### config.mk
export PLATFORM = sky130hd
export DESIGN_NAME = s2p_frame_reg
export DESIGN_NICKNAME = d
export VERILOG_FILES = /design/src/rtl/s2p_frame_reg.sv
export SDC_FILE = /design/constraint.sdc
export NUM_CORES = 1
export LEC_CHECK = 0
export BUFFER_PORTS_ARGS = -buffer_cell sky130_fd_sc_hd__buf_2
export CORE_MARGIN = 2
export CORE_UTILIZATION = 40
export CTS_CLUSTER_DIAMETER = 120
export DETAILED_ROUTE_END_ITERATION = 8
export PLACE_DENSITY_LB_ADDON = 0.12
export SLEW_MARGIN = 25
export SYNTH_ARGS = -nofsm -noshare
export SYNTH_HDL_FRONTEND = slang
export SYNTH_SLANG_ARGS = --single-unit
### constraint.sdc
create_clock -name clk -period 1.8 [get_ports clk]
set_input_delay 0 -clock clk [delete_from_list [all_inputs] [get_ports clk]]
set_output_delay 0 -clock clk [all_outputs]
set_load 0.02 [all_outputs]
### src/rtl/s2p_frame_reg.sv
// Framed serial-to-parallel converter with a valid/ack output register and overrun flag.
// Optional trailing even-parity bit per frame: define S2P_FRAME_PARITY_EN.
module s2p_frame_reg #(
    parameter int W         = 16,
    parameter bit MSB_FIRST = 1'b1
) (
    input  logic         clk,
    input  logic         rst_n,
    input  logic         sin,
    input  logic         en,
    input  logic         sync,
    input  logic         ack,
    output logic [W-1:0] y,
    output logic         valid,
    output logic         busy,
    output logic         overrun,
    output logic         parity_err
);
    localparam int CW = $clog2(W + 1);

`ifdef S2P_FRAME_PARITY_EN
    typedef enum logic [1:0] {IDLE, SHIFT, PAR} state_t;
`else
    typedef enum logic [1:0] {IDLE, SHIFT} state_t;
`endif

    state_t          r_state;
    state_t          w_state_next;
    logic [W-1:0]    r_shift;
    logic [W-1:0]    w_shift_next;
    logic [CW-1:0]   r_count;
    logic [CW-1:0]   w_count_next;
    logic [CW-1:0]   w_cnt_inc;
    logic [W-1:0]    w_base;
    logic [W-1:0]    w_shifted;
    logic            w_accept;
    logic            w_complete;
    logic            w_load;
    logic [W-1:0]    w_load_word;
    logic [W-1:0]    r_y;
    logic            r_valid;
    logic            r_overrun;

    // A sync bit starts from an empty register, so partial frames never leak into the new word.
    assign w_base    = sync ? '0 : r_shift;
    assign w_cnt_inc = sync ? CW'(1) : r_count + CW'(1);

    genvar gi;
    generate
        for (gi = 0; gi < W; gi++) begin : gen_bits
            if (MSB_FIRST) begin : gen_msb
                if (gi == 0) begin : gen_ins
                    assign w_shifted[gi] = sin;
                end else begin : gen_mov
                    assign w_shifted[gi] = w_base[gi-1];
                end
            end else begin : gen_lsb
                if (gi == W - 1) begin : gen_ins
                    assign w_shifted[gi] = sin;
                end else begin : gen_mov
                    assign w_shifted[gi] = w_base[gi+1];
                end
            end
        end
    endgenerate

    assign w_accept   = en && (sync || (r_state == SHIFT));
    assign w_complete = w_accept && (w_cnt_inc == CW'(W));

`ifdef S2P_FRAME_PARITY_EN
    logic r_parity_err;
    logic w_load_perr;
`endif

    always_ff @(posedge clk or negedge rst_n) begin
        if (!rst_n) begin
            r_state <= IDLE;
            r_shift <= '0;
            r_count <= '0;
        end else begin
            r_state <= w_state_next;
            r_shift <= w_shift_next;
            r_count <= w_count_next;
        end
    end

    always_comb begin
        w_state_next = r_state;
        w_shift_next = r_shift;
        w_count_next = r_count;
        w_load       = 1'b0;
        w_load_word  = w_shifted;
`ifdef S2P_FRAME_PARITY_EN
        w_load_perr  = 1'b0;
`endif
        if (w_accept) begin
            w_shift_next = w_shifted;
            w_count_next = w_cnt_inc;
            w_state_next = SHIFT;
            if (w_complete) begin
`ifdef S2P_FRAME_PARITY_EN
                w_state_next = PAR;
`else
                w_state_next = IDLE;
                w_count_next = '0;
                w_load       = 1'b1;
`endif
            end
        end
`ifdef S2P_FRAME_PARITY_EN
        else if (en && (r_state == PAR)) begin
            // Even parity: the XOR over data and parity bit must be zero.
            w_state_next = IDLE;
            w_count_next = '0;
            w_load       = 1'b1;
            w_load_word  = r_shift;
            w_load_perr  = ^{r_shift, sin};
        end
`endif
    end

    // Output register: a word arriving while the previous one is unconsumed is dropped.
    always_ff @(posedge clk or negedge rst_n) begin
        if (!rst_n) begin
            r_y       <= '0;
            r_valid   <= 1'b0;
            r_overrun <= 1'b0;
        end else begin
            if (w_load && (!r_valid || ack)) begin
                r_y     <= w_load_word;
                r_valid <= 1'b1;
            end else if (r_valid && ack) begin
                r_valid <= 1'b0;
            end
            if (r_valid && ack) begin
                r_overrun <= 1'b0;
            end else if (w_load && r_valid) begin
                r_overrun <= 1'b1;
            end
        end
    end

`ifdef S2P_FRAME_PARITY_EN
    always_ff @(posedge clk or negedge rst_n) begin
        if (!rst_n) begin
            r_parity_err <= 1'b0;
        end else if (w_load && (!r_valid || ack)) begin
            r_parity_err <= w_load_perr;
        end else if (r_valid && ack) begin
            r_parity_err <= 1'b0;
        end
    end
    assign parity_err = r_parity_err;
`else
    assign parity_err = 1'b0;
`endif

    assign y       = r_y;
    assign valid   = r_valid;
    assign overrun = r_overrun;
    assign busy    = (r_state != IDLE);

endmodule

# --- Word-level counts from Yosys, hierarchy flattened ---
# Index checks and enable logic that the tools add are counted.
word_totals:
  register_bits: 40
  input_bits: 6
  output_inout_bits: 20
op_classes:
  reduce_logical: 11
  n_eq_ne: 2
  add_sub_neg: 1
  mux: 10
op_table:
  columns: ["op", "n"]
  rows:
  - ["$mux W15", 1]
  - ["$mux W5", 2]
  - ["$mux W1", 7]
  - ["$reduce_bool A2 Y1", 3]
  - ["$add A5 B1 Y5 const B", 1]
  - ["$eq A5 B5 Y1 const B", 1]
  - ["$logic_and A1 B1 Y1", 5]
  - ["$eq A2 B1 Y1 const B", 1]
  - ["$logic_or A1 B1 Y1", 2]
  - ["$logic_not A1 Y1", 1]

# --- Longest topological paths before layout ---
depth:
  depth_word: 9
  mapped_depth: 6
  depth_no_buf: 5

# --- Worst setup path after synthesis ---
# OpenSTA, ideal clock, no wires.
synth_timing:
  path_type: "reg2reg"
  from: "register r_state[0]"
  to: "register r_y[5], in the netlist y[5]"
  arrival_ns: 1.607
  path_buffers: 1
  path_stages_with_launch: 6
  setup_slack_ns: 0.068
  period_less_slack_ns: 1.732
  setup_ns: 0.125
  cell_sequence: "dfrtp_1 > nand4b_1 > a211oi_4 > nand3_4 > buf_6 > mux2_4"
synth_via:
  elab_chain_len: 7
synth_rtl:
  columns: ["item", "line", "text"]
  rows:
  - ["start: declaration", "27", "state_t r_state;"]
  - ["start signal: assignment", "81", "r_state <= w_state_next;"]
  - ["$eq A2 B1 Y1 *", "67", "assign w_accept = en && (sync || (r_state == SHIFT));"]
  - ["$logic_or A1 B1 Y1 *", "67", null]
  - ["$logic_and A1 B1 Y1 *", "67", null]
  - ["$logic_and A1 B1 Y1", "68", "assign w_complete = w_accept && (w_cnt_inc == CW'(W));"]
  - ["$mux W1", "100", "if (w_complete) begin"]
  - ["$mux W1 *", "96", "if (w_accept) begin"]
  - ["$logic_and A1 B1 Y1 *", "129", "if (w_load && (!r_valid || ack)) begin"]
  - ["end signal: assignment", "130", "r_y <= w_load_word;"]
  - ["end: declaration", "40", "logic [W-1:0] r_y;"]
# Mark *: on every way between the ends. The rest lies on a longest branch, timed or not.
# A chain may end at the register's enable or synchronous reset.

# --- Final worst setup path ---
layout_timing:
  from: "register r_count[0]"
  to: "register r_y[7], in the netlist y[7]"
layout_via:
  elab_chain_len: 7
layout_rtl:
  columns: ["item", "line", "text"]
  rows:
  - ["start: declaration", "31", "logic [CW-1:0] r_count;"]
  - ["start signal: assignment", "83", "r_count <= w_count_next;"]
  - ["$add A5 B1 Y5", "46", "assign w_cnt_inc = sync ? CW'(1) : r_count + CW'(1);"]
  - ["$mux W5", "46", null]
  - ["$eq A5 B5 Y1", "68", null]
  - ["$logic_and A1 B1 Y1", "68", null]
  - ["$mux W1", "100", null]
  - ["$mux W1", "96", null]
  - ["$logic_and A1 B1 Y1", "129", null]
# No other way between the ends.

==> results.sh <==
export IMPL_fp_row_count=24
export IMPL_path_clk_slew_ns=0.07
export IMPL_via_count=1115
export IMPL_grt_use_total_pct=13.9
export IMPL_port_buffers=24
export IMPL_ys_seq_area_share_pct=55.9
export IMPL_cts_root_buf="clkbuf_8"
export IMPL_initial_utilization_pct=40.9
export IMPL_fin_skew_ns=0.00285
export IMPL_grt_pass1_wl_um=5350
export IMPL_first_global_vias=1118
export IMPL_combPwrFrac_pct=20.9
export IMPL_min_period_over_period_pct=95.2
export IMPL_cp_arrival_ns=1.88
export IMPL_worstMarginPinSlew_ns=0.851
export IMPL_die_x_um=70.1
export IMPL_grt_overflow=0
export IMPL_synth_ff_latch_count=39
export IMPL_post_dp_hpwl_um=2050
export IMPL_min_path_type="in2reg"
export IMPL_cts_buffer_depth=2
export IMPL_slew_headroom_pct=43.3
export IMPL_nNetsFinal=186
export IMPL_whs_ns=0.126
export IMPL_synth_warning_count=0
export IMPL_antenna_left=0
export IMPL_p_int_mw=1.52
export IMPL_pre_cts_ws_ns=0.0572
export IMPL_rsz0062_at_grt="no"
export IMPL_finalSetupViolCount=0
export IMPL_dr_pass1_iters=4
export IMPL_die_h_um=70.1
export IMPL_dieArea_sq_um=4910
export IMPL_p_sw_mw=0.620
export IMPL_slew_viol_final=0
export IMPL_n_antenna_cell=0
export IMPL_clockPowerShare_pct=29.7
export IMPL_syn_num_nets=153
export IMPL_wirelength_um=3120
export IMPL_seqPwrFrac_pct=49.4
export IMPL_numCtsBuffers=5
export IMPL_drive_above_1_share_pct=32.8
export IMPL_viasPerCell=4.81
export IMPL_htree_levels=2
export IMPL_cp_end_kind="register"
export IMPL_critPathLaunchType="register"
export IMPL_synth_avg_cell_area_sq_um=12.0
export IMPL_ir_worst_vdd_mv=0.403
export IMPL_tns_ns=0
export IMPL_gp_congestion=0.707
export IMPL_drc_errors=0
export IMPL_yosysUniqueCellTypes=29
export IMPL_cts_sinks=39
export IMPL_setup_ws_ns=0.0861
export IMPL_p_leak_nw=1.07
export IMPL_placed_area_sq_um=1930
export IMPL_cp_max_fo=6
export IMPL_syn_cell_area_sq_um=1750
export IMPL_clock_latency_ns=0.28
export IMPL_worstSetupPathType="reg2reg"
export IMPL_drt_iter0_markers=83
export IMPL_worstPathRequired_ns=1.97
export IMPL_swShare_pct=29.0
export IMPL_max_cap_viol_count=0
export IMPL_ioPinCount=26
export IMPL_hold_viol=0
export IMPL_max_freq_ghz=0.583
export IMPL_cts_tree="done"
export IMPL_antenna_found_initial=0
export IMPL_fin_crit_ns=1.71
export IMPL_grt_max_degree=40
export IMPL_power_density_nw_per_um2=1030
export IMPL_synthToLayoutAreaGrowth_pct=19.1
export IMPL_core_sq_um=4260
export IMPL_wl_per_cell_um=13.5
export IMPL_final_cell_area_sq_um=2080
export IMPL_status="completed"
export IMPL_syn_inst=146
==> kinds of logic after synthesis <==
group | synth area share [%]
flops | 55.9
xor+xnor | 0.502
buf+inv | 5.02
simple gates | 13.2
compound gates | 7.96
mux | 16.5
fa+ha+maj | 0.717
other cells | 0.215
==> metal layers <==
| layer | up-vias | GRT usage (%) | share of wire (%) |
|---|---|---|---|
| met5 | - | 0 | 0 |
| met4 | 0 | 5.77 | 1.7 |
| met3 | 7 | 3.75 | 3.4 |
| met2 | 19 | 22.5 | 47 |
| met1 | 532 | 17.5 | 48 |
| li1 | 557 | - | - |
==> synth_stat cells, drive strengths merged <==
| library cell | count | share of area (%) |
|---|---|---|
| conb | 1 | 0.21 |
| ha | 1 | 0.72 |
| o21a | 3 | 1.3 |
| nand4b | 1 | 0.50 |
| clkbuf | 4 | 0.86 |
| nor3 | 2 | 0.57 |
| buf | 5 | 2.7 |
| a21o | 1 | 0.43 |
| mux2 | 18 | 12 |
| a21oi | 3 | 0.86 |
| mux2i | 7 | 4.0 |
| nor2b | 9 | 3.2 |
| xnor2 | 1 | 0.50 |
| a31oi | 1 | 0.36 |
| nand2b | 8 | 2.9 |
| inv | 7 | 1.5 |
| a211oi | 1 | 1.1 |
| nor2 | 2 | 0.43 |
| nand3 | 4 | 1.9 |
| o2bb2ai | 1 | 0.50 |
| nand2 | 15 | 3.2 |
| a22o | 1 | 0.50 |
| o21ai | 10 | 2.9 |
| dfrtp | 39 | 56 |
| and3b | 1 | 0.50 |
==> registers in the layout, summed over array words and instances, names as in the netlist <==
name and flops:
overrun 1, r_count 5, r_shift 15, r_state 1
valid 1, y 16
==> final cells by class <==
class	count	area, sq um
timing repair buffer	34	219
clock buffer	8	100
multi-input combinational	92	692
sequential	39	976
inverter	7	26.3
tap	52	65.1
fill	411	2190
==> cell usage in the layout (no fill, tap or decap), types with 2 or more instances in the layout <==
| master | count |
|---|---|
| buf_4 | 5 |
| dlygate4sd3_1 | 3 |
| mux2_2 | 14 |
| nand2_1 | 15 |
| dfrtp_1 | 39 |
| nand3_1 | 3 |
| clkbuf_8 | 7 |
| buf_2 | 24 |
| nor2b_1 | 9 |
| o21ai_0 | 9 |
| nor3_1 | 2 |
| nand2b_1 | 8 |
| mux2i_1 | 7 |
| inv_1 | 7 |
| mux2_4 | 4 |
| nor2_1 | 2 |
| a21oi_1 | 3 |
| o21a_1 | 3 |
==> through the flow <==
step | util [%] | instances | power (mW)
floorplan | - | 146 | 1.39
global placement | 45.2 | 219 | 1.50
detailed placement | 45.2 | 219 | 1.51
CTS | 48.2 | 230 | 2.16
global route | 48.7 | 232 | 2.26
finish | 48.7 | 232 | 2.14
==> final timing paths <==
path / startpoint / end / slack [ns] / cells after the start
max: r_count[0]$_DFFE_PN0P_ / y[7]$_DFFE_PN0P_ / 0.09 / 4
min: en / r_shift[0]$_DFFE_PN0P_ / 0.13 / 4
max reg2reg: r_count[0]$_DFFE_PN0P_ / y[7]$_DFFE_PN0P_ / 0.09 / 4
min reg2reg: r_shift[0]$_DFFE_PN0P_ / r_shift[0]$_DFFE_PN0P_ / 0.48 / 2
max in group asynchronous: rst_n / r_shift[8]$_DFFE_PN0P_ / 0.91 / 2
min in group asynchronous: rst_n / r_count[4]$_DFFE_PN0P_ / 0.36 / 2
==> critical path: stages, from the launching register on <==
cell	delay (ns)
dfrtp_1	0.41
ha_1	0.35
a211oi_4	0.29
nand3_4	0.21
mux2_4	0.34
==> power groups by stage <==
stage,Sequential [mW],Clock [mW],Combinational (mW)
after floorplan,1.13,0,0.254
after global placement,1.07,0,0.432
after detailed placement,1.07,0,0.440
after CTS,1.06,0.661,0.446
after global routing,1.07,0.694,0.495
final,1.05,0.635,0.447
==> what timing repair did <==
action / CTS / global route
hold endpoints to repair: 42 / 0
buffers inserted: 0 / 1
resized for setup: 0 / 1
endpoints found under the setup margin: 0 / 16
hold buffers: 3 / 0
Note: power is estimated with default switching activity, not from simulation.
